--- src/rtl/ldm_wb_sequencer_if.sv ---
// Bus bundle for the load-multiple writeback sequencer: launch inputs, memory read port,
// register-file write port and status. The sequencer takes the master view.
interface ldm_wb_sequencer_if;
  logic        start;
  logic [14:0] reg_list;
  logic [31:0] base_addr;
  logic        up;
  logic        wback;
  logic [3:0]  base_reg;

  logic        mem_req;
  logic [31:0] mem_addr;
  logic        mem_ack;
  logic [31:0] mem_rdata;

  logic        WB_EN;
  logic [3:0]  WB_Dest;
  logic [31:0] WB_Res;

  logic        busy;
  logic        done;

  modport master (
    input  start, reg_list, base_addr, up, wback, base_reg,
    input  mem_ack, mem_rdata,
    output mem_req, mem_addr,
    output WB_EN, WB_Dest, WB_Res,
    output busy, done
  );

  modport slave (
    output start, reg_list, base_addr, up, wback, base_reg,
    output mem_ack, mem_rdata,
    input  mem_req, mem_addr,
    input  WB_EN, WB_Dest, WB_Res,
    input  busy, done
  );
endinterface

--- src/rtl/ldm_wb_sequencer.sv ---
// LDM writeback sequencer: one memory read per listed register, ascending register order,
// followed by an optional base-register writeback. Outputs decode only from registered state.
module ldm_wb_sequencer (
  input  logic              clk,
  input  logic              rst,
  ldm_wb_sequencer_if.master bus
);

  typedef enum logic [2:0] {
    IDLE,
    REQ,
    WRITE,
    BASEWB,
    DONE
  } state_e;

  state_e      state_q,    state_d;
  logic [14:0] list_q,     list_d;
  logic [31:0] addr_q,     addr_d;
  logic [31:0] data_q,     data_d;
  logic [31:0] wb_val_q,   wb_val_d;
  logic [3:0]  base_reg_q, base_reg_d;
  logic        do_bwb_q,   do_bwb_d;

  logic [4:0]  start_cnt;
  logic [31:0] start_span;
  logic [15:0] start_list_ext;
  logic        start_base_in_list;
  logic [14:0] list_remaining;
  logic [3:0]  cur_dest;

  function automatic logic [4:0] popcount15(input logic [14:0] v);
    logic [4:0] cnt;
    cnt = '0;
    for (int i = 0; i < 15; i++) begin
      cnt = cnt + {4'b0000, v[i]};
    end
    return cnt;
  endfunction

  // Scanning downward lets the lowest set bit be the last (winning) assignment.
  function automatic logic [3:0] lowest_bit(input logic [14:0] v);
    logic [3:0] idx;
    idx = '0;
    for (int i = 14; i >= 0; i--) begin
      if (v[i]) begin
        idx = 4'(i);
      end
    end
    return idx;
  endfunction

  always_comb begin
    start_cnt          = popcount15(bus.reg_list);
    start_span         = {25'd0, start_cnt, 2'b00};
    start_list_ext     = {1'b0, bus.reg_list};
    start_base_in_list = start_list_ext[bus.base_reg];
    list_remaining     = list_q & (list_q - 15'd1);
    cur_dest           = lowest_bit(list_q);
  end

  always_comb begin
    state_d    = state_q;
    list_d     = list_q;
    addr_d     = addr_q;
    data_d     = data_q;
    wb_val_d   = wb_val_q;
    base_reg_d = base_reg_q;
    do_bwb_d   = do_bwb_q;

    unique case (state_q)
      IDLE: begin
        if (bus.start) begin
          list_d     = bus.reg_list;
          base_reg_d = bus.base_reg;
          // A base register that is also loaded keeps the loaded value.
          do_bwb_d   = bus.wback && (bus.base_reg != 4'hF) && !start_base_in_list;
          wb_val_d   = bus.up ? (bus.base_addr + start_span) : (bus.base_addr - start_span);
          addr_d     = bus.up ? bus.base_addr : (bus.base_addr - start_span);
          state_d    = (start_cnt == 5'd0) ? DONE : REQ;
        end
      end
      REQ: begin
        if (bus.mem_ack) begin
          data_d  = bus.mem_rdata;
          state_d = WRITE;
        end
      end
      WRITE: begin
        list_d = list_remaining;
        addr_d = addr_q + 32'd4;
        if (list_remaining != 15'd0) begin
          state_d = REQ;
        end else if (do_bwb_q) begin
          state_d = BASEWB;
        end else begin
          state_d = DONE;
        end
      end
      BASEWB: begin
        state_d = DONE;
      end
      DONE: begin
        state_d = IDLE;
      end
      default: begin
        state_d = IDLE;
      end
    endcase
  end

  always_ff @(posedge clk or posedge rst) begin
    if (rst) begin
      state_q    <= IDLE;
      list_q     <= '0;
      addr_q     <= '0;
      data_q     <= '0;
      wb_val_q   <= '0;
      base_reg_q <= '0;
      do_bwb_q   <= 1'b0;
    end else begin
      state_q    <= state_d;
      list_q     <= list_d;
      addr_q     <= addr_d;
      data_q     <= data_d;
      wb_val_q   <= wb_val_d;
      base_reg_q <= base_reg_d;
      do_bwb_q   <= do_bwb_d;
    end
  end

  // Outputs are zero outside the states that own them, so idle buses read as quiet.
  always_comb begin
    bus.mem_req  = (state_q == REQ);
    bus.mem_addr = (state_q == REQ) ? addr_q : 32'd0;
    bus.WB_EN    = (state_q == WRITE) || (state_q == BASEWB);
    bus.WB_Dest  = 4'd0;
    bus.WB_Res   = 32'd0;
    if (state_q == WRITE) begin
      bus.WB_Dest = cur_dest;
      bus.WB_Res  = data_q;
    end else if (state_q == BASEWB) begin
      bus.WB_Dest = base_reg_q;
      bus.WB_Res  = wb_val_q;
    end
    bus.busy = (state_q != IDLE);
    bus.done = (state_q == DONE);
  end

endmodule

--- src/flat_wrapper.sv ---
// flat-port wrapper written by rule: the top's interface ports become plain ports
module ldm_wb_sequencer_flat 
  (clk, rst, bus_start, bus_reg_list, bus_base_addr, bus_up, bus_wback, bus_base_reg, bus_mem_ack, bus_mem_rdata, bus_mem_req, bus_mem_addr, bus_WB_EN, bus_WB_Dest, bus_WB_Res, bus_busy, bus_done);
  ldm_wb_sequencer_if bus_i ();
  input  logic clk;
  input  logic rst;
  input wire logic [$bits(bus_i.start)-1:0] bus_start;
  input wire logic [$bits(bus_i.reg_list)-1:0] bus_reg_list;
  input wire logic [$bits(bus_i.base_addr)-1:0] bus_base_addr;
  input wire logic [$bits(bus_i.up)-1:0] bus_up;
  input wire logic [$bits(bus_i.wback)-1:0] bus_wback;
  input wire logic [$bits(bus_i.base_reg)-1:0] bus_base_reg;
  input wire logic [$bits(bus_i.mem_ack)-1:0] bus_mem_ack;
  input wire logic [$bits(bus_i.mem_rdata)-1:0] bus_mem_rdata;
  output wire logic [$bits(bus_i.mem_req)-1:0] bus_mem_req;
  output wire logic [$bits(bus_i.mem_addr)-1:0] bus_mem_addr;
  output wire logic [$bits(bus_i.WB_EN)-1:0] bus_WB_EN;
  output wire logic [$bits(bus_i.WB_Dest)-1:0] bus_WB_Dest;
  output wire logic [$bits(bus_i.WB_Res)-1:0] bus_WB_Res;
  output wire logic [$bits(bus_i.busy)-1:0] bus_busy;
  output wire logic [$bits(bus_i.done)-1:0] bus_done;
  assign bus_i.start = bus_start;
  assign bus_i.reg_list = bus_reg_list;
  assign bus_i.base_addr = bus_base_addr;
  assign bus_i.up = bus_up;
  assign bus_i.wback = bus_wback;
  assign bus_i.base_reg = bus_base_reg;
  assign bus_i.mem_ack = bus_mem_ack;
  assign bus_i.mem_rdata = bus_mem_rdata;
  assign bus_mem_req = bus_i.mem_req;
  assign bus_mem_addr = bus_i.mem_addr;
  assign bus_WB_EN = bus_i.WB_EN;
  assign bus_WB_Dest = bus_i.WB_Dest;
  assign bus_WB_Res = bus_i.WB_Res;
  assign bus_busy = bus_i.busy;
  assign bus_done = bus_i.done;
  ldm_wb_sequencer u_core (.clk(clk), .rst(rst), .bus(bus_i));
endmodule
--- config.mk ---
export PLATFORM = sky130hd
export DESIGN_NAME = ldm_wb_sequencer_flat
export DESIGN_NICKNAME = d
export VERILOG_FILES = /design/src/rtl/ldm_wb_sequencer_if.sv /design/src/rtl/ldm_wb_sequencer.sv /design/src/flat_wrapper.sv
export SDC_FILE = /design/constraint.sdc
export NUM_CORES = 1
export LEC_CHECK = 0
export ABC_AREA = 1
export CORE_AREA = 2 2 131 133
export DETAILED_ROUTE_END_ITERATION = 6
export DIE_AREA = 0 0 133 135
export HOLD_SLACK_MARGIN = 0.1
export PLACE_DENSITY = 0.86
export SETUP_SLACK_MARGIN = 0.2
export SLEW_MARGIN = 20
export SYNTH_ARGS = -nofsm -noshare
export SYNTH_HDL_FRONTEND = slang
export SYNTH_SLANG_ARGS = --single-unit
--- constraint.sdc ---
create_clock -name clk -period 6.5 [get_ports clk]
set_input_delay 1.3 -clock clk [delete_from_list [all_inputs] [get_ports clk]]
set_output_delay 1.3 -clock clk [all_outputs]
set_load 0.02 [all_outputs]
Word-level counts from Yosys, hierarchy flattened:

Cells that the tools add are included.

* register bits after elaboration: 119

* order comparisons: 1
* equal/unequal tests: 7
* reduce and logical (&&, ||, !) cells: 13
* bitwise logic cells: 1
* muxes and demuxes: 34
* add/sub/neg operators: 18

Operators with widths (number)
* $mux 32: 6
* $mux 4: 17
* $add 5x1->5: 13
* $pmux 32 s2: 1
* $add 32x3->32 const B: 1
* $add 32x7->32: 1
* $sub 32x7->32: 1
* $pmux 15 s2: 1
* $and 15x15->15: 1
* $mux 15: 1
* $mux 3: 5
* $reduce_bool 15->1: 1
* $sub 15x1->15 const B: 1
* $pmux 3 s4: 1
* $reduce_and 2->1: 4
* $eq 3x2->1 const B: 2
* $logic_not 5->1: 1
* $lt 4x5->1 const B: 1
* $bmux 1 s4: 1
* $ne 2x2->1 const B: 2
* $ne 4x4->1 const B: 1
* $eq 3x1->1 const B: 1
* $eq 3x3->1 const B: 1
* $logic_not 3->1: 1
* 7 further kinds: 8

Longest topological paths before layout:

Gate-level depths: netlist (run 1).

* word-level depth: 18
* mapped depth: 29
* mapped depth without buffers: 29

Worst setup path after synthesis (run 1):

Ideal clock, no wire load.

* kind: in2reg
* from: input bus_reg_list[0]
* to: register u_core.addr_q[24]
* required time: 6.384 ns
* stages on the path: 23
* path buffers: 0
* setup time: 0.116 ns
* data arrival time: 5.699 ns
* path slack: 0.685 ns
* cell sequence: ha_1 inv_1 fa_1 inv_1 fa_1 fa_1 inv_1 fa_1 inv_1 ha_1 fa_1 inv_1 fa_1 nand4_1 nand2_1 nor2_4 nand3_1 nor2_1 nor2_1 nand2_1 nand3_1 nand2_1 nand2_1

* cells in the longest elaborated chain, start to end: 18

RTL lines
* start: declaration: line flat_wrapper.sv:8 `input wire logic [$bits(bus_i.reg_list)-1:0] bus_reg_list;`
* $add 1x1->2: line ldm_wb_sequencer.sv:36 `cnt = cnt + {4'b0000, v[i]};`
* $add 5x1->5 (13 in a row): line ldm_wb_sequencer.sv:36
* $sub 32x7->32: line ldm_wb_sequencer.sv:79 `addr_d = bus.up ? bus.base_addr : (bus.base_addr - start_span);`
* $mux 32: line ldm_wb_sequencer.sv:79
* $mux 32: line ldm_wb_sequencer.sv:73 `if (bus.start) begin`
* $pmux 32 s2: line ldm_wb_sequencer.sv:71 `unique case (state_q)`
* end signal: assignment: line ldm_wb_sequencer.sv:124 `addr_q <= addr_d;`
* end: declaration: line ldm_wb_sequencer.sv:19 `logic [31:0] addr_q, addr_d;`

No other way between the ends. The select of a mux whose other input is x is not followed.
A chain may end at the register's enable or synchronous reset.

Final worst setup path (run 1):

* from: input bus_reg_list[4]
* to: register u_core.wb_val_q[9]

* cells in the longest elaborated chain, start to end: 13
* elaborated cells on any way between the ends: 14
* classes of those cells: add/sub: 13; mux: 1

RTL lines
* $add 5x1->5 (*) (11 in a row): line ldm_wb_sequencer.sv:36
* $sub 32x7->32 or $add 32x7->32 (tied branches): line ldm_wb_sequencer.sv:78 `wb_val_d = bus.up ? (bus.base_addr + start_span) : (bus.base_addr - start_span);`
* $mux 32 (*): line ldm_wb_sequencer.sv:78
* end signal: assignment: line ldm_wb_sequencer.sv:126 `wb_val_q <= wb_val_d;`
* end: declaration: line ldm_wb_sequencer.sv:21 `logic [31:0] wb_val_q, wb_val_d;`

Every way passes the cells marked *; elsewhere a longest branch is shown, timed or not.

==> run_results.csv, run 1 <==
group,metric,value,unit
outcome,status,"finished clean",
hold_path,worstHoldStart,"u_core.wb_val_q[29]",
global_route,grt_max_degree,70,
yosys,yosysWarnings,0,
die,die_w,133,microns
layout,nets,1770,
sta,tightest_slew,1.086,ns
layout,area_delta_synth_final,29.66,%
clocking,clkSinkCount,119,
yosys,syn_nets,1588,
flow_run,drv_cap,0,
die,dieArea,17960,sq um
layout,final_cell_count_no_fill,1885,
drt,drcViolationCount,0,
sta,relSlewSlack,27.48,%
global_route,grt_pass1_vias,10130,
die,die-height,135,microns
worst_setup_path,critPathLaunchType,"input pin",
drt,num_vias,10960,
yosys,ys_seq_elements,119,
die,start_util,58.60,%
sta,hold_violations,0,
power_and_ir_drop,p_leak,5.868,nW
worst_setup_path,crit_fanout,3,
clocking,hold_buffers,0,
sta,max_freq,161.5,MHz
yosys,yosysUniqueCellTypes,54,
yosys,ys_async_sr_fraction,100.0,%
worst_setup_path,r2r-start,"u_core.state_q[2]",
worst_setup_path,reg2reg_depth,8,
placed_design,gp_congestion,1.012,
clocking,insertion_delay,0.44,ns
drt,drt_iter0_markers,1330,
sta,fin_worst_skew,0.009004,ns
global_route,grt_pass1_wl,53.18,mm
sta,fin_crit_sh,95.25,%
clocking,tritoncts,"built",
drt,ant_nets,0,
worst_setup_path,ff2ff_setup_slack,3.44,ns
drt,drt-pass1-iter-count,6,
placed_design,io_buffers,160,
clocking,cts_buffers,17,
sta,finalSetupViolations,0,
drt,viasPerCell,5.813,
yosys,synthCells,1470,
sta,rsz0062_at_grt,"false",
yosys,syn_area,9614,sq um
clocking,root_buffer,"clkbuf_16",
yosys,syn_area_per_cell,6.540,sq um
layout,drive_above_1_share,12.37,%
hold_path,whs_path_depth,2,
yosys,synth_ff_type,"dfrtp_1",
sta,drv_slew,0,
hold_path,min_to,"u_core.wb_val_q[29]",
worst_setup_path,crit_path_end_kind,"register",
placed_design,dpl.cell_count,1849,
yosys,synthTopCellsByArea,"dfrtp_1, nand2_1, inv_1, nor2_1, nand3_1",
die,num_rows,47,
clocking,h-tree-depth,4,
hold_path,hp-class,"reg -> reg",
global_route,track_usage,37.80,%
yosys,synth_top_area_cell,"dfrtp_1",
layout,diodes,0,
worst_setup_path,critPathRequiredTime,6.81,ns
drt,routedWlPerCell,18.25,microns
power_and_ir_drop,power_density,461.9,nW/um^2
die,design.core.area,16410,sq um
drt,drt_wl_total,34.39,mm
global_route,antenna_found_initial,0,
placed_design,dpl.hpwl,24.96,mm
yosys,ys_seq_area_share,30.97,%
die,num_io_pins,161,
sta,whs,0.4883,ns
worst_setup_path,timing.rr.end,"u_core.addr_q[5]",
clocking,clock_path_buffers,2,
worst_setup_path,arrival,6.51,ns
sta,fin_crit,6.192,ns
yosys,synth-edff-count,0,
power_and_ir_drop,ir_drop,0.0003243,V
yosys,synth_top_area_share,30.97,%
worst_setup_path,path_class,"in -> reg",
clocking,path_clk_slew,0.06,ns
global_route,grt_overflow,0,
layout make-up:
class | instances | area [sq um]
multi-input cells | 1087 | 5797
fillers | 1272 | 3941
flip-flops and latches | 119 | 2978
repair buffers | 220 | 2071
inverters | 207 | 779.5
clock buffers | 19 | 442.9
well taps | 220 | 275.3
clock inverters | 13 | 122.6
state kept, by name, indices dropped and copies added (netlist names):
name and count:
u_core.wb_val_q 32, u_core.list_q 15, u_core.addr_q 32, u_core.do_bwb_q 1
u_core.data_q 32, u_core.state_q 3, u_core.base_reg_q 4
cells by family (layout without fill, tap and decap cells):
logic type,after synthesis,in the layout,share of synthesized area (%)
AND/OR/NAND/NOR,772,772,34.64
buffers and inverters,264,459,11.15
AO/OA/AOI/OAI,249,249,14.76
flip-flops,119,119,30.97
adder cells (fa/ha/maj),29,29,4.633
XOR/XNOR,19,19,1.731
multiplexers,18,18,2.108
layout by cell type (no fill, tap or decap), drive strengths merged, types with 19 or more instances in the layout:
cell type / count
a21oi: 80
buf: 61
clkbuf: 19
clkdlybuf4s50: 156
dfrtp: 119
inv: 208
nand2: 422
nand3: 106
nor2: 184
nor3: 38
o21ai: 113
per-stage QoR:
step	TNS, ns	area [sq um]	utilization, %	power, mW	worst slack (ns)
2_1_floorplan	0	9614	-	3.328	0.6847
3_3_place_gp	-8.044	11630	70.88	4.441	-0.3076
3_5_place_dp	-12.46	11630	70.88	4.530	-0.3574
4_1_cts	0	12250	74.64	5.519	0.1706
5_1_grt	0	12470	75.98	6.111	0.1461
6_report	0	12470	75.98	5.758	0.3085
cell usage after synthesis (all sizes together) (4+ instances only):
library cell,instances
a21oi,80
a22o,4
nor2,184
a211oi,8
o21bai,4
ha,18
dfrtp,119
xor2,18
nand2,422
o21ai,113
nand4,15
o211ai,4
nor3,38
mux2,18
o22ai,8
nand3,106
nor3b,4
buf,38
fa,11
clkbuf,19
o221ai,12
inv,205
power by group:
part,internal (mW),switching (mW),leakage [nW]
combinational,1.33,2.11,4.19
sequential,1.11,0.275,1.41
clock,0.539,0.391,0.266
worst max-delay path by stage:
stage | start | endpoint | slack [ns]
6_report | bus_reg_list[4] | u_core.wb_val_q[9] | 0.31
5_1_grt | bus_reg_list[4] | u_core.wb_val_q[21] | 0.15
4_1_cts | bus_reg_list[0] | u_core.addr_q[28] | 0.17
3_5_place_dp | bus_reg_list[0] | u_core.wb_val_q[24] | -0.36
3_3_place_gp | bus_reg_list[0] | u_core.wb_val_q[24] | -0.31
2_1_floorplan | bus_reg_list[0] | u_core.addr_q[24] | 0.68
worst max-delay path, stage by stage:
cell	delay, ns
clkdlybuf4s50_1	0.52
inv_1	0.09
fa_1	0.51
inv_1	0.06
fa_1	0.46
fa_1	0.51
inv_1	0.05
fa_1	0.49
inv_1	0.07
ha_4	0.17
fa_2	0.37
nand2_4	0.09
a21oi_4	0.07
ha_1	0.35
inv_1	0.09
nand2_1	0.07
nand3_1	0.10
clkinv_1	0.17
buf_4	0.18
nand2_1	0.08
a21oi_1	0.06
o21ai_0	0.18
o2111ai_1	0.21
o21ai_0	0.16
inv_1	0.08
timing repair:
action / CTS / global route
resized for setup: 15 / 51
buffers inserted: 0 / 4
pin swaps: 3 / 19
endpoints found under the setup margin: 35 / 56
per-layer routing:
metal	up-vias	GRT usage, %	part of all wire, %
li1	5098	-	-
met1	5116	51.38	40
met2	645	61.20	47
met3	99	6.044	9.8
met4	0	14.16	3.6
met5	-	0	0
Note: power is estimated with default switching activity, not from simulation.
==> run 2, diff against run 1 <==
Settings changed: CORE_AREA 2 2 131 133 to 4 4 137 139, DIE_AREA 0 0 133 135 to 0 0 141 143, PLACE_DENSITY 0.86 to 0.82.
==> run 2 against run 1 <==
Worst hold slack got worse by 0.0027 ns. Worst setup slack better by 0.16 ns. Register-to-register slack improved by 0.13 ns. Cell area rose by 0.41%. Critical path depth is 1 higher. Critical path type unchanged. Largest cell class unchanged. Highest routed layer is now met5.
==> run_results.csv, run 2 (synthesized netlist as in run 1, its figures left out) <==
group,metric,value,unit
flow_run,drv_cap,0,
sta,hold_violations,0,
worst_setup_path,critPathRequiredTime,6.85,ns
placed_design,gp_congestion,0.9925,
layout,finalCoreUtilization,70.89,%
placed_design,dpl.hpwl,24.71,mm
placed_design,place_ws,-0.3949,ns
drt,viasPerCell,5.734,
hold_path,hp-class,"reg -> reg",
power_and_ir_drop,power_density,462.7,nW/um^2
hold_path,whs_path_depth,2,
worst_setup_path,crit_fanout,5,
sta,fin_crit,6.033,ns
global_route,grt_pass1_wl,52.72,mm
sta,relSlewSlack,27.66,%
sta,drv_slew,0,
drt,routedWlPerCell,17.74,microns
drt,drt-pass1-iter-count,6,
die,design.core.area,17660,sq um
worst_setup_path,reg2reg_depth,8,
die,num_rows,49,
sta,tightest_slew,1.084,ns
layout,diodes,0,
worst_setup_path,timing.rr.end,"u_core.addr_q[5]",
global_route,grt_overflow,0,
sta,max_freq,165.8,MHz
placed_design,dpl.cell_count,1866,
power_and_ir_drop,ir_drop,0.0002900,V
global_route,track_usage,33.04,%
layout,multiInputGateArea,5714,sq um
global_route,antenna_found_initial,1,
die,die_w,141,microns
clocking,clock_path_buffers,2,
die,dieArea,20160,sq um
hold_path,worstHoldStart,"u_core.wb_val_q[30]",
placed_design,io_buffers,160,
worst_setup_path,arrival,6.39,ns
sta,timing.final.ws_setup,0.4671,ns
clocking,insertion_delay,0.43,ns
worst_setup_path,crit_path_end_kind,"register",
layout,final_common_cell,"nand2_1",
worst_setup_path,ff2ff_setup_slack,3.57,ns
worst_setup_path,critPathLaunchType,"input pin",
die,start_util,54.45,%
drt,ant_nets,0,
drt,drt_wl_total,33.71,mm
layout,nFillCells,1530,
die,num_io_pins,161,
sta,whs,0.4856,ns
power_and_ir_drop,p_leak,5.949,nW
layout,layout_common_cells,"nand2_1, inv_1, nor2_1, clkdlybuf4s50_1, dfrtp_1",
layout,nets,1776,
clocking,hold_buffers,0,
global_route,grt_max_degree,68,
clocking,path_clk_slew,0.05,ns
clocking,tritoncts,"built",
worst_setup_path,r2r-start,"u_core.state_q[2]",
sta,fin_crit_sh,92.81,%
clocking,cts_buffers,17,
clocking,root_buffer,"clkbuf_16",
worst_setup_path,path_class,"in -> reg",
clocking,h-tree-depth,4,
sta,fin_worst_skew,0.008217,ns
hold_path,min_to,"u_core.wb_val_q[30]",
sta,rsz0062_at_grt,"false",
outcome,status,"finished clean",
die,die-height,143,microns
layout,area_delta_synth_final,30.19,%
layout,area.sequential,2978,sq um
layout,final_cell_count_no_fill,1900,
sta,final.setup.tns,0,ns
layout,drive_above_1_share,11.91,%
drt,drt_iter0_markers,1191,
sta,finalSetupViolations,0,
clocking,clkSinkCount,119,
layout,reg.largest.list,"u_core.addr_q: 32 flops, u_core.data_q: 32 flops, u_core.wb_val_q: 32 flops",
drt,num_vias,10900,
global_route,grt_pass1_vias,10120,
drt,drcViolationCount,0,
run 2: cell type report:
cell class              instances  share of cell area [%]
clock buffers                  20                   3.489
clock inverters                12                   1.789
inverters                     207                   6.238
multi-input cells            1088                   45.65
flip-flops and latches        119                   23.79
well taps                     229                   2.289
repair buffers                225                   16.75
run 2: power breakdown:
part | switching [mW] | total, mW | internal [mW]
logic | 2.03 | 3.32 | 1.29
clock network | 0.364 | 1.08 | 0.719
registers | 0.277 | 1.38 | 1.11
run 2: routing by layer:
layer  wire length [microns]  part of all wire [%]  track usage (%)
met1                   13890                    41            45.30
met2                   15350                    46            51.01
met3                    2984                   8.9            6.330
met4                    1469                   4.4            14.94
met5                      13                 0.039                0
run 2: worst max-delay path by stage:
stage,slack [ns],end,from,depth (start not counted)
floorplan,0.68,u_core.addr_q[24],bus_reg_list[0],23
global placement,-0.31,u_core.wb_val_q[21],bus_reg_list[1],29
detailed placement,-0.39,u_core.addr_q[21],bus_reg_list[0],28
CTS,0.23,u_core.wb_val_q[14],bus_reg_list[1],26
global route,0.21,u_core.addr_q[16],bus_reg_list[8],26
finish,0.47,u_core.addr_q[16],bus_reg_list[8],26
run 2: what timing repair did:
action	CTS	global route
buffers inserted	1	0
pin swaps	5	11
gates cloned	1	0
setup endpoints to repair	43	55
gates resized for setup	16	28
run 2: through the flow:
stage               area [sq um]  total power, mW
floorplan                   9614            3.328
global placement           11690            4.474
detailed placement         11690            4.539
CTS                        12420            5.706
global route               12520            6.193
finish                     12520            5.791
run 2: worst max-delay path, stage by stage:
cell             delay [ns]
clkdlybuf4s50_1        0.52
fa_1                   0.46
fa_1                   0.49
fa_1                   0.57
inv_1                  0.07
fa_1                   0.49
inv_1                  0.05
ha_2                   0.18
fa_2                   0.38
nand2_2                0.10
inv_1                  0.07
nor2_4                 0.16
inv_1                  0.06
ha_2                   0.18
inv_1                  0.08
o21bai_1               0.07
nand2_1                0.11
nand2_4                0.08
nor2_4                 0.21
nand2_1                0.09
nand2_1                0.06
nand3_1                0.08
o21ai_1                0.12
buf_4                  0.16
nand2_1                0.07
a21oi_2                0.17
==> run 3, diff against run 2 <==
Settings changed: CTS_CLUSTER_SIZE from default to 8, RECOVER_POWER from default to 100, SETUP_SLACK_MARGIN 0.2 to 0.05.
==> run 3 against run 2 <==
Largest power group unchanged. Cell count is essentially flat. Routed wire length rose by 0.31%. Critical path depth down 5. Power is 1.5% lower. Sequential power barely moved. Worst setup slack got worse by 0.26 ns. Sequential cell count unchanged. Core utilization shrank 0.30 points. The flow now finishes with violations (max-capacitance violations, max-slew violations).
==> run_results.csv, run 3 (synthesized netlist as in run 1, its figures left out) <==
group,metric,value,unit
sta,fin_worst_skew,0.009375,ns
layout,diodes,0,
drt,drt-pass1-iter-count,7,
die,die-height,143,microns
clocking,root_buffer,"clkbuf_16",
sta,max_freq,158.9,MHz
sta,hold_violations,0,
worst_setup_path,crit_fanout,5,
worst_setup_path,setup.worst_path.start,"bus_reg_list[2]",
worst_setup_path,cp_top_family,"adder cells",
worst_setup_path,timing.rr.end,"u_core.addr_q[25]",
power_and_ir_drop,power_density,457.7,nW/um^2
worst_setup_path,worst-path-buf-inv,7,
sta,relSlewSlack,-117.8,%
power_and_ir_drop,p_leak,6.101,nW
outcome,violations,"max-capacitance violations, max-slew violations",
global_route,track_usage,32.87,%
drt,num_vias,10870,
sta,drv_slew,279,
placed_design,gp_congestion,0.9925,
layout,nets,1777,
drt,viasPerCell,5.718,
global_route,grt_max_degree,68,
die,num_rows,49,
drt,drt_wl_total,33.81,mm
drt,drt_iter0_markers,1360,
sta,rsz0062_at_grt,"false",
worst_setup_path,crit_path_end,"u_core.wb_val_q[15]",
clocking,tritoncts,"built",
clocking,path_clk_slew,0.05,ns
layout,nFillCells,1554,
layout,reg.largest.list,"u_core.addr_q: 32 flops, u_core.data_q: 32 flops, u_core.wb_val_q: 32 flops",
flow_run,drv_cap,7,
sta,whs,0.4825,ns
drt,routedWlPerCell,17.79,microns
clocking,insertion_delay,0.43,ns
drt,drcViolationCount,0,
clocking,cts_buffers,17,
global_route,antenna_found_initial,0,
worst_setup_path,path_cells,"clkdlybuf4s50_1, inv_1, fa_1, inv_1, fa_1, fa_1, inv_1, fa_1, inv_1, ha_2, fa_2, buf_4, ha_1, buf_4, nand3_1, nand2_1, a21oi_2, nor2_1, xor2_1, a21oi_1, a21oi_1",
hold_path,hp-class,"reg -> reg",
sta,fin_crit,6.294,ns
drt,ant_nets,0,
sta,tightest_slew,3.267,ns
clocking,clock_path_buffers,2,
sta,finalSetupViolations,0,
worst_setup_path,crit_cells,21,
placed_design,dpl_cell_area,11690,sq um
layout,final_common_cell,"nand2_1",
die,num_io_pins,161,
clocking,h-tree-depth,4,
worst_setup_path,r2r-start,"u_core.state_q[2]",
die,die_w,141,microns
die,design.core.area,17660,sq um
placed_design,dpl.hpwl,24.71,mm
die,dieArea,20160,sq um
clocking,hold_buffers,0,
worst_setup_path,critPathSlowestCell,"fa_2",
layout,area_delta_synth_final,29.63,%
worst_setup_path,critPathLaunchType,"input pin",
global_route,grt_pass1_wl,52.49,mm
placed_design,io_buffers,160,
outcome,status,"finished, violations left",
sta,fin_crit_sh,96.83,%
worst_setup_path,arrival,6.51,ns
global_route,grt_pass1_vias,10080,
worst_setup_path,ff2ff_setup_slack,1.35,ns
worst_setup_path,path_class,"in -> reg",
worst_setup_path,reg2reg_depth,8,
layout,stdcell_area,12460,sq um
worst_setup_path,critPathRequiredTime,6.72,ns
clocking,clkSinkCount,119,
layout,drive_above_1_share,10.94,%
power_and_ir_drop,ir_drop,0.0002821,V
global_route,grt_overflow,0,
layout,layout_common_cells,"nand2_1, inv_1, nor2_1, dfrtp_1, o21ai_0",
die,start_util,54.45,%
worst_setup_path,crit_path_end_kind,"register",
worst_setup_path,slowest_delay,0.57,ns
[run 3: cell count changes in the layout (fill, tap and decap cells not counted), sizes merged]
cell,change
nor2,-1
clkinvlp,+1
dlymetal6s2s,-3
clkinv,-1
buf,-4
clkbuf,+6
dlygate4sd3,+73
clkdlybuf4s50,-70
[run 3: area by class of cell]
cell class	count	area, sq um	area share [%]
flip-flops and latches	119	2978	23.89
inverters	207	778.2	6.244
repair buffers	227	2083	16.72
clock inverters	12	224.0	1.797
well taps	229	286.5	2.299
multi-input cells	1087	5677	45.55
clock buffers	20	436.7	3.504
[run 3: worst min-delay path by stage]
stage,endpoint,depth (start not counted),from,slack (ns)
floorplan,u_core.wb_val_q[23],2,u_core.wb_val_q[23],0.45
global placement,u_core.wb_val_q[14],2,u_core.wb_val_q[14],0.47
detailed placement,u_core.wb_val_q[30],2,u_core.wb_val_q[30],0.48
CTS,u_core.wb_val_q[30],2,u_core.wb_val_q[30],0.48
global route,u_core.wb_val_q[30],2,u_core.wb_val_q[30],0.49
finish,u_core.wb_val_q[30],2,u_core.wb_val_q[30],0.48
[run 3: worst reg2reg max path: stages, from the launching register on]
cell	delay, ns
dfrtp_1	0.45
nor3_2	0.09
nand2_1	0.07
clkbuf_1	1.62
inv_2	0.07
nor2_1	1.53
inv_2	0.73
o21ai_0	0.41
a21oi_1	0.07
[run 3: repair_timing]
| action | CTS | global route |
|---|---|---|
| gates resized for setup | 1 | 41 |
| pin swaps | 0 | 14 |
| endpoints found under the setup margin | 4 | 54 |
| buffers inserted | 0 | 3 |
| hold endpoints to repair | 0 | 0 |
[run 3: routing by layer]
layer	vias up	routed length [microns]	GRT usage, %
li1	5134	-	-
met5	-	0	0
met4	0	1315	13.97
met2	624	15470	50.93
met3	84	3135	6.263
met1	5027	13890	45.30
[run 3: power breakdown]
group	switching [mW]	internal, mW
registers	0.274	1.11
logic	2.00	1.23
clock network	0.367	0.720
[run 3: per-stage QoR]
stage,setup slack (ns),power (mW),std cells,utilization (%),setup TNS [ns]
after floorplan,0.6847,3.328,1470,-,0
after CTS,0.09910,5.660,1898,69.95,0
after detailed placement,-0.3949,4.539,1866,66.19,-14.57
after global routing,0.06774,6.103,1901,70.59,0
after global placement,-0.3120,4.474,1866,66.19,-9.785
final,0.2060,5.704,1901,70.59,0
